## config.mk

```make
export PLATFORM = sky130hd
export DESIGN_NAME = result_accumulator_flat
export DESIGN_NICKNAME = d
export VERILOG_FILES = /design/src/rtl/result_accumulator_if.sv /design/src/rtl/result_accumulator.sv /design/src/flat_wrapper.sv
export SDC_FILE = /design/constraint.sdc
export NUM_CORES = 1
export LEC_CHECK = 0
export BUFFER_PORTS_ARGS = -buffer_cell sky130_fd_sc_hd__buf_2
export CAP_MARGIN = 10
export CORE_MARGIN = 3
export CORE_UTILIZATION = 25
export CTS_CLUSTER_DIAMETER = 60
export DETAILED_ROUTE_END_ITERATION = 10
export GPL_ROUTABILITY_DRIVEN = 1
export GPL_TIMING_DRIVEN = 0
export SLEW_MARGIN = 20
export SYNTH_ARGS = -nofsm -noshare
export SYNTH_HDL_FRONTEND = slang
export SYNTH_SLANG_ARGS = --single-unit
```

## constraint.sdc

```tcl
create_clock -name clk -period 5.03 [get_ports clk]
set_input_delay 0.2515 -clock clk [delete_from_list [all_inputs] [get_ports clk]]
set_output_delay 0.2515 -clock clk [all_outputs]
set_load 0.1 [all_outputs]
```

## src/rtl/result_accumulator_if.sv

```systemverilog
// result_accumulator_if: valid/ready sample input and group-sum output bundle
interface result_accumulator_if #(
  parameter int DATA_W = 64,
  parameter int ACC_W  = 72,
  parameter int COUNT  = 4
);
  localparam int CNT_W = $clog2(COUNT + 1);
  logic              in_valid;
  logic              in_ready;
  logic [DATA_W-1:0] in_data;
  logic              in_last;
  logic              out_valid;
  logic              out_ready;
  logic [ACC_W-1:0]  out_data;
  logic [CNT_W-1:0]  out_count;
  modport master (
    output in_valid, in_data, in_last, out_ready,
    input  in_ready, out_valid, out_data, out_count
  );
  modport slave (
    input  in_valid, in_data, in_last, out_ready,
    output in_ready, out_valid, out_data, out_count
  );
endinterface

```

## src/rtl/result_accumulator.sv

```systemverilog
// result_accumulator: sums groups of up to COUNT signed samples, one sum per group
module result_accumulator #(
  parameter int DATA_W = 64,
  parameter int ACC_W  = 72,
  parameter int COUNT  = 4
) (
  input logic clk,
  input logic rst,
  result_accumulator_if.slave bus
);
  localparam int CNT_W = $clog2(COUNT + 1);
  if (COUNT < 1) begin : g_bad_count
    $error("result_accumulator: COUNT must be >= 1");
  end
  if (ACC_W < DATA_W + $clog2(COUNT)) begin : g_bad_acc
    $error("result_accumulator: ACC_W too narrow for DATA_W and COUNT");
  end
  typedef enum logic {ACCUM, OUT} state_t;
  state_t state, state_n;
  logic [CNT_W-1:0] cnt, out_count;
  logic [ACC_W-1:0] acc, sum, out_data;
  logic in_fire, out_fire, close;
  assign bus.in_ready  = (state == ACCUM) && !rst;
  assign bus.out_valid = (state == OUT);
  assign bus.out_data  = out_data;
  assign bus.out_count = out_count;
  assign in_fire  = bus.in_valid && bus.in_ready;
  assign out_fire = bus.out_valid && bus.out_ready;
  assign close    = in_fire && (bus.in_last || cnt == CNT_W'(COUNT - 1));
  // first sample of a group starts from zero so stale acc never leaks in
  assign sum = (cnt == '0 ? '0 : acc) + ACC_W'($signed(bus.in_data));
  always_comb begin
    state_n = state;
    if (state == ACCUM && close) state_n = OUT;
    if (state == OUT && out_fire) state_n = ACCUM;
  end
  always_ff @(posedge clk) begin
    if (rst) begin
      state     <= ACCUM;
      cnt       <= '0;
      acc       <= '0;
      out_data  <= '0;
      out_count <= '0;
    end else begin
      state <= state_n;
      if (in_fire) begin
        acc <= sum;
        cnt <= close ? '0 : cnt + 1'b1;
      end
      if (close) begin
        out_data  <= sum;
        out_count <= cnt + 1'b1;
      end
    end
  end
endmodule

```

## src/flat_wrapper.sv

```systemverilog
// flat-port wrapper written by rule: the top's interface ports become plain ports
module result_accumulator_flat 
#(
  parameter int DATA_W = 64,
  parameter int ACC_W  = 72,
  parameter int COUNT  = 4
)
  (clk, rst, bus_in_valid, bus_in_data, bus_in_last, bus_out_ready, bus_in_ready, bus_out_valid, bus_out_data, bus_out_count);
  result_accumulator_if #(.DATA_W(DATA_W), .ACC_W(ACC_W), .COUNT(COUNT)) bus_i ();
  input logic clk;
  input logic rst;
  input wire logic [$bits(bus_i.in_valid)-1:0] bus_in_valid;
  input wire logic [$bits(bus_i.in_data)-1:0] bus_in_data;
  input wire logic [$bits(bus_i.in_last)-1:0] bus_in_last;
  input wire logic [$bits(bus_i.out_ready)-1:0] bus_out_ready;
  output wire logic [$bits(bus_i.in_ready)-1:0] bus_in_ready;
  output wire logic [$bits(bus_i.out_valid)-1:0] bus_out_valid;
  output wire logic [$bits(bus_i.out_data)-1:0] bus_out_data;
  output wire logic [$bits(bus_i.out_count)-1:0] bus_out_count;
  assign bus_i.in_valid = bus_in_valid;
  assign bus_i.in_data = bus_in_data;
  assign bus_i.in_last = bus_in_last;
  assign bus_i.out_ready = bus_out_ready;
  assign bus_in_ready = bus_i.in_ready;
  assign bus_out_valid = bus_i.out_valid;
  assign bus_out_data = bus_i.out_data;
  assign bus_out_count = bus_i.out_count;
  result_accumulator #(.DATA_W(DATA_W), .ACC_W(ACC_W), .COUNT(COUNT)) u_core (.clk(clk), .rst(rst), .bus(bus_i));
endmodule
```

Word level (Yosys, flattened, before mapping)
Index checks and enable logic that the tools add are counted.
{"block": "op_classes", "reduce_logical": 10, "order_cmp": 0, "n_mux": 2, "n_eq_ne": 1, "n_mul": 0, "shifts": 0, "n_addsub": 2, "n_div": 0, "n_bitwise": 1}
{"operator": "adder 72 bit", "n": 1}
{"operator": "two-way mux 72 bit", "n": 1}
{"operator": "logical AND 1 bit", "n": 6}
{"operator": "adder 3 x 1 -> 3 bit (second input constant)", "n": 1}
{"operator": "equality test 3 x 2 -> 1 bit (second input constant)", "n": 1}
{"operator": "zero test 3 bit", "n": 1}
{"operator": "two-way mux 3 bit", "n": 1}
{"operator": "OR reduction 2 bit", "n": 1}
{"operator": "zero test 1 bit", "n": 1}
{"operator": "logical OR 1 bit", "n": 1}
{"operator": "NOT 1 bit", "n": 1}
{"block": "word_totals", "mem_bits_rw": 0, "rom_bits": 0, "latchBits": 0, "elab_cells": 21, "n_memories": 0, "reg_bits": 151, "inputBits": 69, "output_inout_bits": 77}

Longest topological paths before layout
Gate-level depths: netlist of the first run.
{"block": "depth", "ltp_word": 5, "mapped_depth": 17}

Worst setup path before layout of the first run
Ideal clock, no wire load.
{"block": "synth_timing", "path_type": "register to register", "from": "reg u_core.cnt[0]", "to": "reg u_core.out_data[71] (netlist: u_core.bus.out_data[71])", "synth_period_minus_slack_ns": 3.909, "path_buffers": 1, "t_arrival_ns": 3.824, "setup_slack_ns": 1.121, "stages_incl_launch_ff": 17, "cell_sequence": "dfxtp_1 -> inv_1 -> ha_1 -> nand2_1 -> clkbuf_1 -> and2_1 -> ha_1 -> and3_1 -> and3_1 -> a2111oi_0 -> a311oi_1 -> o221ai_1 -> nor4_1 -> o31ai_1 -> o21ai_0 -> xnor2_1 -> a211oi_1"}
{"block": "synth_between", "elab_chain_len": 3, "word_cells_on_any_way": 6, "classes_between": "add/sub: 1; eq/ne: 1; mux: 1; reduce/logical: 3"}
{"item": "from (decl)", "line": "result_accumulator.sv:20", "text": "logic [CNT_W-1:0] cnt, out_count;"}
{"item": "from (signal assigned)", "line": "result_accumulator.sv:48", "text": "cnt <= close ? '0 : cnt + 1'b1;"}
{"item": "zero test 3 bit or equality test 3 x 2 -> 1 bit (tied branches)", "line": "result_accumulator.sv:31, result_accumulator.sv:29"}
{"item": "two-way mux 72 bit or logical OR 1 bit (tied branches)", "line": "result_accumulator.sv:31, result_accumulator.sv:29"}
{"item": "adder 72 bit or logical AND 1 bit (tied branches)", "line": "result_accumulator.sv:31, result_accumulator.sv:29"}
{"item": "to (signal assigned)", "line": "result_accumulator.sv:51", "text": "out_data <= sum;"}
{"item": "to (decl)", "line": "result_accumulator.sv:21", "text": "logic [ACC_W-1:0] acc, sum, out_data;"}
Several ways; a longest one is shown, not always the timed one.
A chain may end at the register's enable or synchronous reset.

Worst setup path in the final report of the first run
Ends and elaborated chain as after synthesis.

==> results of run 1 <==
[cells by family after synthesis]
family | synth area share, %
simple gates | 24.8
compound gates | 24.9
flops | 30.5
fa+ha+maj | 9.56
xor+xnor | 6.28
buf+inv | 3.83
mux | 0.101
[power groups by stage]
stage / combinational (mW) / sequential [mW] / clock [mW]
final: 0.914 / 1.33 / 1.27
after global routing: 0.992 / 1.34 / 1.35
after CTS: 0.912 / 1.33 / 1.29
after detailed placement: 0.908 / 1.36 / 0
after global placement: 0.899 / 1.36 / 0
after floorplan: 0.438 / 1.57 / 0
[per-stage QoR]
step,util [%],instances,instance area (um^2)
floorplan,-,1314,9900
global placement,29.0,1977,11300
detailed placement,29.0,1977,11300
CTS,30.5,2009,11900
global route,30.5,2009,11900
finish,30.5,2009,11900
[what timing repair did]
item,CTS,global route
cloned,0,0
setup endpoints to repair,41,18
resized for setup,5,5
pin swaps,0,0
[cells in the final DEF (no fill, tap or decap), types with 5 or more instances in the layout]
cell       count
buf_2        145
nand3_1      102
a211oi_1      11
inv_1         19
a21oi_1      133
dfxtp_1      151
clkbuf_1      76
and2_1        83
a31oi_1        6
xor2_1        28
o21bai_1      16
a21boi_0       5
o21a_1         8
o21ai_1        5
a21o_1        54
nor4_1         5
ha_1          74
o31ai_1       13
or3_1          5
nor2_1        86
nand4_1       25
nor2b_1        7
xnor2_1       43
clkbuf_16     17
o21ai_0      112
nor3_1        11
and3_1         8
nand2_1      165
[registers in the layout (all words and copies together), names as in the netlist]
signal                count
u_core.bus.out_count      3
u_core.bus.out_valid      1
u_core.bus.out_data      72
u_core.cnt                3
u_core.acc               72
[cells in the mapped netlist, types with 16 or more instances]
library cell	n
nand2_1	165
and2_1	83
a21o_1	54
ha_1	74
o21ai_0	114
clkbuf_1	76
nand4_1	25
a21oi_1	134
inv_1	19
xnor2_1	43
xor2_1	28
o21bai_1	16
nor2_1	86
nand3_1	102
dfxtp_1	151
[layout make-up]
| class | instances | area [um^2] |
|---|---|---|
| Fill cell | 4296 | 27000 |
| Buffer | 80 | 300 |
| Inverter | 21 | 78.8 |
| Tap cell | 518 | 648 |
| Clock buffer | 17 | 425 |
| Clock inverter | 15 | 140 |
| Sequential cell | 151 | 3020 |
| Timing Repair Buffer | 145 | 726 |
| Multi-Input combinational cell | 1062 | 6550 |
[worst paths after layout]
kind	start	endpoint	slack, ns	cells past startpoint
worst max register to register	u_core.cnt[0]$_SDFFE_PP0P_	u_core.bus.out_data[71]$_SDFFE_PP0P_	0.20	16
worst min register to register	u_core.acc[36]$_SDFFE_PP0P_	u_core.acc[36]$_SDFFE_PP0P_	0.45	2
worst min-delay path	bus_out_ready	u_core.bus.out_valid$_SDFFE_PP0P_	0.09	3
worst max-delay path	u_core.cnt[0]$_SDFFE_PP0P_	u_core.bus.out_data[71]$_SDFFE_PP0P_	0.20	16
[tightest hold or removal path: stages]
cell	delay, ns
buf_2	0.07
nand2b_1	0.10
a21oi_1	0.07
[layer usage]
layer / vias up / wire (um) / track usage (%)
li1: 5007 / - / -
met1: 4809 / 17600 / 23.7
met2: 280 / 17100 / 28.9
met3: 53 / 1900 / 3.13
met4: 0 / 1150 / 6.10
met5: - / 0 / 0
==> run_results.csv, run 1 <==
group,metric,value,unit
placement,port_buffers,145,
pwr,p_leak,5.24,nW
clock_tree,cts-root-buf,"clkbuf_16",
timing,skew,0.0130,ns
clock_tree,clock-sinks,151,
placement,hpwl,30.0,mm
pwr,p_switching,1.34,mW
synth,synth_flop_cell,"dfxtp_1",
placement,pre_cts_slack,-0.669,ns
placement,gp_congestion,0.914,
synth,netlist.top_cell.by_area,"dfxtp_1",
clock_tree,post_cts_buffers,0,
worst_setup_path,cp-start-kind,"flip-flop",
routing,wl_per_cell,18.8,um
routing,viasPerCell,5.05,
clock_tree,holdBufCountCts,0,
synth,ys_seq_elements,151,
timing,slew_violations,0,
synth,async_flop_share,0,%
floorplanning,core-area,0.0389,mm^2
routing,drt-pass1-iter-count,5,
grt,grt_pass1_vias,9761,
grt,antenna_found_initial,0,
routing,antenna_left,0,
timing,worst_pin_slew,0.791,ns
pwr,intPower,2.18,mW
pwr,ir_drop,0.218,mV
timing,rsz0062_at_grt,"no",
grt,track_usage,17.7,%
routing,vias,10100,
synth,synth_fp_nets,1458,
layout,fin_nets,1622,
timing,clock.fmax,0.207,GHz
floorplanning,die_w,205,um
clock_tree,h-tree-depth,4,
worst_setup_path,cp_max_fo,10,
clock_tree,clkTransAtPathRegs,0.07,ns
pwr,power_frac_clock,36.2,%
synth,syn_avg_cell_area,7.53,um^2
worst_setup_path,worstSetupPathType,"reg -> reg",
floorplanning,rows,72,
synth,synth_edf_count,0,
pwr,p_per_area,296,mW/mm^2
grt,gr-total-overflow,0,
routing,drtIter0Drc,656,
timing,holdWs,0.0876,ns
synth,synth_warnings,0,
worst_setup_path,endpoint_kind,"flip-flop",
worst_setup_path,crit_arrival,5.19,ns
pwr,p_comb_share,26.0,%
timing,fin_crit,4.83,ns
synth,yosysUniqueCellTypes,63,
timing,max_slew_margin,47.2,%
floorplanning,initial_core_util,25.4,%
min_path,hold_path.class,"in -> reg",
clock_tree,insertion_delay,0.45,ns
floorplanning,fp.dieArea,0.0420,mm^2
timing,finalCritPeriodShare,96.0,%
layout,antenna_cells,0,
timing,postLayoutSetupSlackWorst,0.204,ns
layout,drive_gt1_share,13.2,%
outcome,status,"completed",
routing,drc,0,
floorplanning,die_h,205,um
routing,drt_wl_total,37.8,mm
grt,grt_pass1_wl,57.1,mm
pwr,p_seq_share,37.9,%
worst_setup_path,cpPeakStageDelay,0.47,ns
worst_setup_path,cp_cell_sequence,"inv_1 -> ha_1 -> nand2_1 -> clkbuf_1 -> and2_1 -> ha_1 -> and3_1 -> and3_1 -> a2111oi_4 -> a311oi_2 -> o221ai_2 -> nor4_1 -> o31ai_1 -> o21ai_0 -> xnor2_1 -> a211oi_1",
layout,syn2layout_area_growth,20.1,%
timing,setup_viol,0,
synth,syn_area,0.00990,mm^2
worst_setup_path,worst_path_max_delay_cell,"o31ai_1",
floorplanning,top_level_ports,146,
run,max_cap_viol_count,0,
synth,synth_top_cell_area_share,30.5,%
pwr,total_power,3.52,mW
clock_tree,cts_buffer_depth,2,
worst_setup_path,crit_family,"compound AO/OA/AOI/OAI gates",
synth,ys_seq_area_share,30.5,%
worst_setup_path,cp_num_buf_inv,2,
timing,finalSetupTns,0,ns
synth,yosys-top-cells-area,"dfxtp_1 (31%), ha_1 (9.4%), a21oi_1 (6.8%), nand2_1 (6.3%), o21ai_0 (5.8%)",
grt,grt_max_degree,17,
clock_tree,cts_tree,"built",
synth,synthCells,1314,
clock_tree,cts_buffers,17,
worst_setup_path,critPathRequiredTime,5.39,ns
timing,hold_viol_final,0,
pwr,p_sw_share,38.1,%
Note: power is estimated with default switching activity, not from simulation.
==> run 2, diff against run 1 <==
--- a/config.mk
+++ b/config.mk
@@ -8,12 +8,12 @@
 export BUFFER_PORTS_ARGS = -buffer_cell sky130_fd_sc_hd__buf_2
 export CAP_MARGIN = 10
 export CORE_MARGIN = 3
-export CORE_UTILIZATION = 25
+export CORE_UTILIZATION = 43
 export CTS_CLUSTER_DIAMETER = 60
 export DETAILED_ROUTE_END_ITERATION = 10
 export GPL_ROUTABILITY_DRIVEN = 1
 export GPL_TIMING_DRIVEN = 0
-export SLEW_MARGIN = 20
+export HOLD_SLACK_MARGIN = 0.05
 export SYNTH_ARGS = -nofsm -noshare
 export SYNTH_HDL_FRONTEND = slang
 export SYNTH_SLANG_ARGS = --single-unit
==> run 2 against run 1 <==
  * Wire length is 9.4% lower
  * Highest routed layer unchanged
  * Via count hardly changed
  * Design area is 2.2% lower
  * Sequential cell count stayed put
  * Die area is 41% lower
  * Worst hold slack better by 0.0011 ns
  * Count of clock-buffer cells in the layout is 3 higher
  * Combinational power is 1% lower
  * Worst setup slack better by 0.11 ns
  * Utilization is 22 points higher
  * Non-clock buffer count is 1 higher
  * Cell count is 12% lower
==> run_results.csv, run 2 (synthesis gave the netlist of run 1 again) <==
group,metric,value,unit
layout,syn2layout_area_growth,17.4,%
placement,hpwl,26.5,mm
layout,final_common_cell,"nand2_1",
worst_setup_path,crit_arrival,5.00,ns
worst_setup_path,endpoint_kind,"flip-flop",
layout,biggestRegsByFlops,"u_core.acc: 72 flops, u_core.bus.out_data: 72 flops",
floorplanning,die_w,158,um
worst_setup_path,cp_cell_sequence,"inv_1 -> ha_1 -> nand2_1 -> clkbuf_1 -> and2_1 -> ha_1 -> fa_1 -> a21o_1 -> a221oi_2 -> o21bai_1 -> a31o_2 -> a21o_1 -> a211o_1 -> a31oi_4 -> o41ai_1 -> xnor2_1 -> buf_4 -> o21ai_0",
timing,fin_crit,4.71,ns
routing,drt_wl_total,34.2,mm
placement,port_buffers,145,
layout,final_util,52.3,%
clock_tree,insertion_delay,0.43,ns
clock_tree,clock-sinks,151,
timing,clock.fmax,0.212,GHz
layout,fin_nets,1623,
timing,skew,0.00954,ns
routing,drc,0,
worst_setup_path,worstSetupPathType,"reg -> reg",
timing,rsz0062_at_grt,"no",
routing,viasPerCell,5.75,
min_path,hold_path.class,"in -> reg",
worst_setup_path,startpoint,"u_core.cnt[0]$_SDFFE_PP0P_",
worst_setup_path,cp_num_cells,18,
grt,gr-total-overflow,0,
timing,hold_viol_final,0,
worst_setup_path,worst_path_max_delay_cell,"fa_1",
timing,setup_viol,0,
outcome,status,"completed",
worst_setup_path,r2r_end,"u_core.acc[70]$_SDFFE_PP0P_",
worst_setup_path,cp-start-kind,"flip-flop",
grt,antenna_found_initial,0,
clock_tree,cts-root-buf,"clkbuf_16",
floorplanning,die_h,158,um
layout,final_cell_mix,"nand2_1 (165), dfxtp_1 (151), buf_2 (145)",
clock_tree,cts_tree,"built",
pwr,p_per_area,307,mW/mm^2
layout,drive_gt1_share,13.1,%
routing,vias,10200,
worst_setup_path,cp_num_buf_inv,3,
worst_setup_path,crit_family,"compound AO/OA/AOI/OAI gates",
clock_tree,clkTransAtPathRegs,0.06,ns
worst_setup_path,cpPeakStageDelay,0.41,ns
worst_setup_path,cp_max_fo,10,
placement,gp_congestion,0.943,
worst_setup_path,critPathRequiredTime,5.32,ns
floorplanning,fp.dieArea,0.0249,mm^2
timing,worst_pin_slew,0.874,ns
routing,drtIter0Drc,853,
worst_setup_path,cp-endpoint,"u_core.acc[70]$_SDFFE_PP0P_",
floorplanning,rows,54,
layout,antenna_cells,0,
timing,max_slew_margin,41.7,%
worst_setup_path,reg2reg_depth,18,
clock_tree,h-tree-depth,4,
clock_tree,cts_buffer_depth,2,
layout,stdcell_area,0.0116,mm^2
worst_setup_path,r2r-start,"u_core.cnt[0]$_SDFFE_PP0P_",
clock_tree,holdBufCountCts,0,
floorplanning,core-area,0.0222,mm^2
routing,antenna_left,0,
run,max_cap_viol_count,0,
routing,wl_per_cell,19.4,um
pwr,p_leak,5.25,nW
grt,grt_pass1_vias,9390,
timing,finalCritPeriodShare,93.7,%
placement,placed_area,0.0110,mm^2
floorplanning,top_level_ports,146,
timing,slew_violations,0,
min_path,min_from,"bus_out_ready",
worst_setup_path,ff2ff_setup_slack,0.32,ns
floorplanning,initial_core_util,44.5,%
clock_tree,cts_buffers,17,
pwr,ir_drop,0.190,mV
grt,grt_max_degree,17,
routing,drt-pass1-iter-count,8,
grt,track_usage,26.9,%
grt,grt_pass1_wl,52.1,mm
run 2: how the worst min path moves through the flow:
| stage | depth (start not counted) | end | slack [ns] |
|---|---|---|---|
| after global routing | 3 | u_core.bus.out_valid$_SDFFE_PP0P_ | 0.10 |
| after CTS | 3 | u_core.bus.out_valid$_SDFFE_PP0P_ | 0.08 |
| after floorplan | 2 | u_core.acc[10]$_SDFFE_PP0P_ | 0.43 |
| final | 3 | u_core.bus.out_valid$_SDFFE_PP0P_ | 0.09 |
| after global placement | 2 | u_core.acc[1]$_SDFFE_PP0P_ | 0.44 |
| after detailed placement | 2 | u_core.acc[37]$_SDFFE_PP0P_ | 0.44 |
run 2: where the power goes:
part | internal, mW | leakage (nW) | switching (mW)
registers | 1.29 | 1.24 | 0.0433
clock network | 0.796 | 0.276 | 0.535
logic | 0.239 | 3.73 | 0.664
total | 2.32 | 5.25 | 1.24
run 2: timing repair:
action	CTS	global route
endpoints found under the setup margin	27	22
gates resized for setup	4	8
pin swaps	0	1
buffers inserted	0	1
run 2: final cells by class:
cell class              instances  area [um^2]
flip-flops and latches        151         3020
fillers                      2298        10600
clock buffers                  20          457
repair buffers                146          733
inverters                      21         78.8
clock inverters                 8          126
multi-input cells            1062         6550
well taps                     280          350
plain buffers                  80          302
run 2: per-stage QoR:
stage	hold WS [ns]	total power [mW]	std cells	setup TNS (ns)	setup slack, ns
6_report	0.0888	3.57	1768	0	0.318
5_1_grt	0.101	3.71	1768	0	0.00185
4_1_cts	0.0778	3.57	1767	0	0.0387
3_5_place_dp	0.441	2.25	1739	-4.15	-0.411
3_3_place_gp	0.440	2.24	1739	-4.69	-0.443
2_1_floorplan	0.429	2.01	1314	0	1.12
run 2: metal layers:
metal | global-route usage, % | wire length [um] | vias to the layer above
li1 | - | - | 4997
met1 | 39.0 | 16400 | 4780
met2 | 41.6 | 14800 | 333
met3 | 3.39 | 2160 | 48
met4 | 8.55 | 849 | 0
met5 | 0 | 0 | -
run 2: worst min-delay path, cell delays in order:
cell	delay, ns
buf_2	0.07
nand2b_1	0.09
a21oi_1	0.06
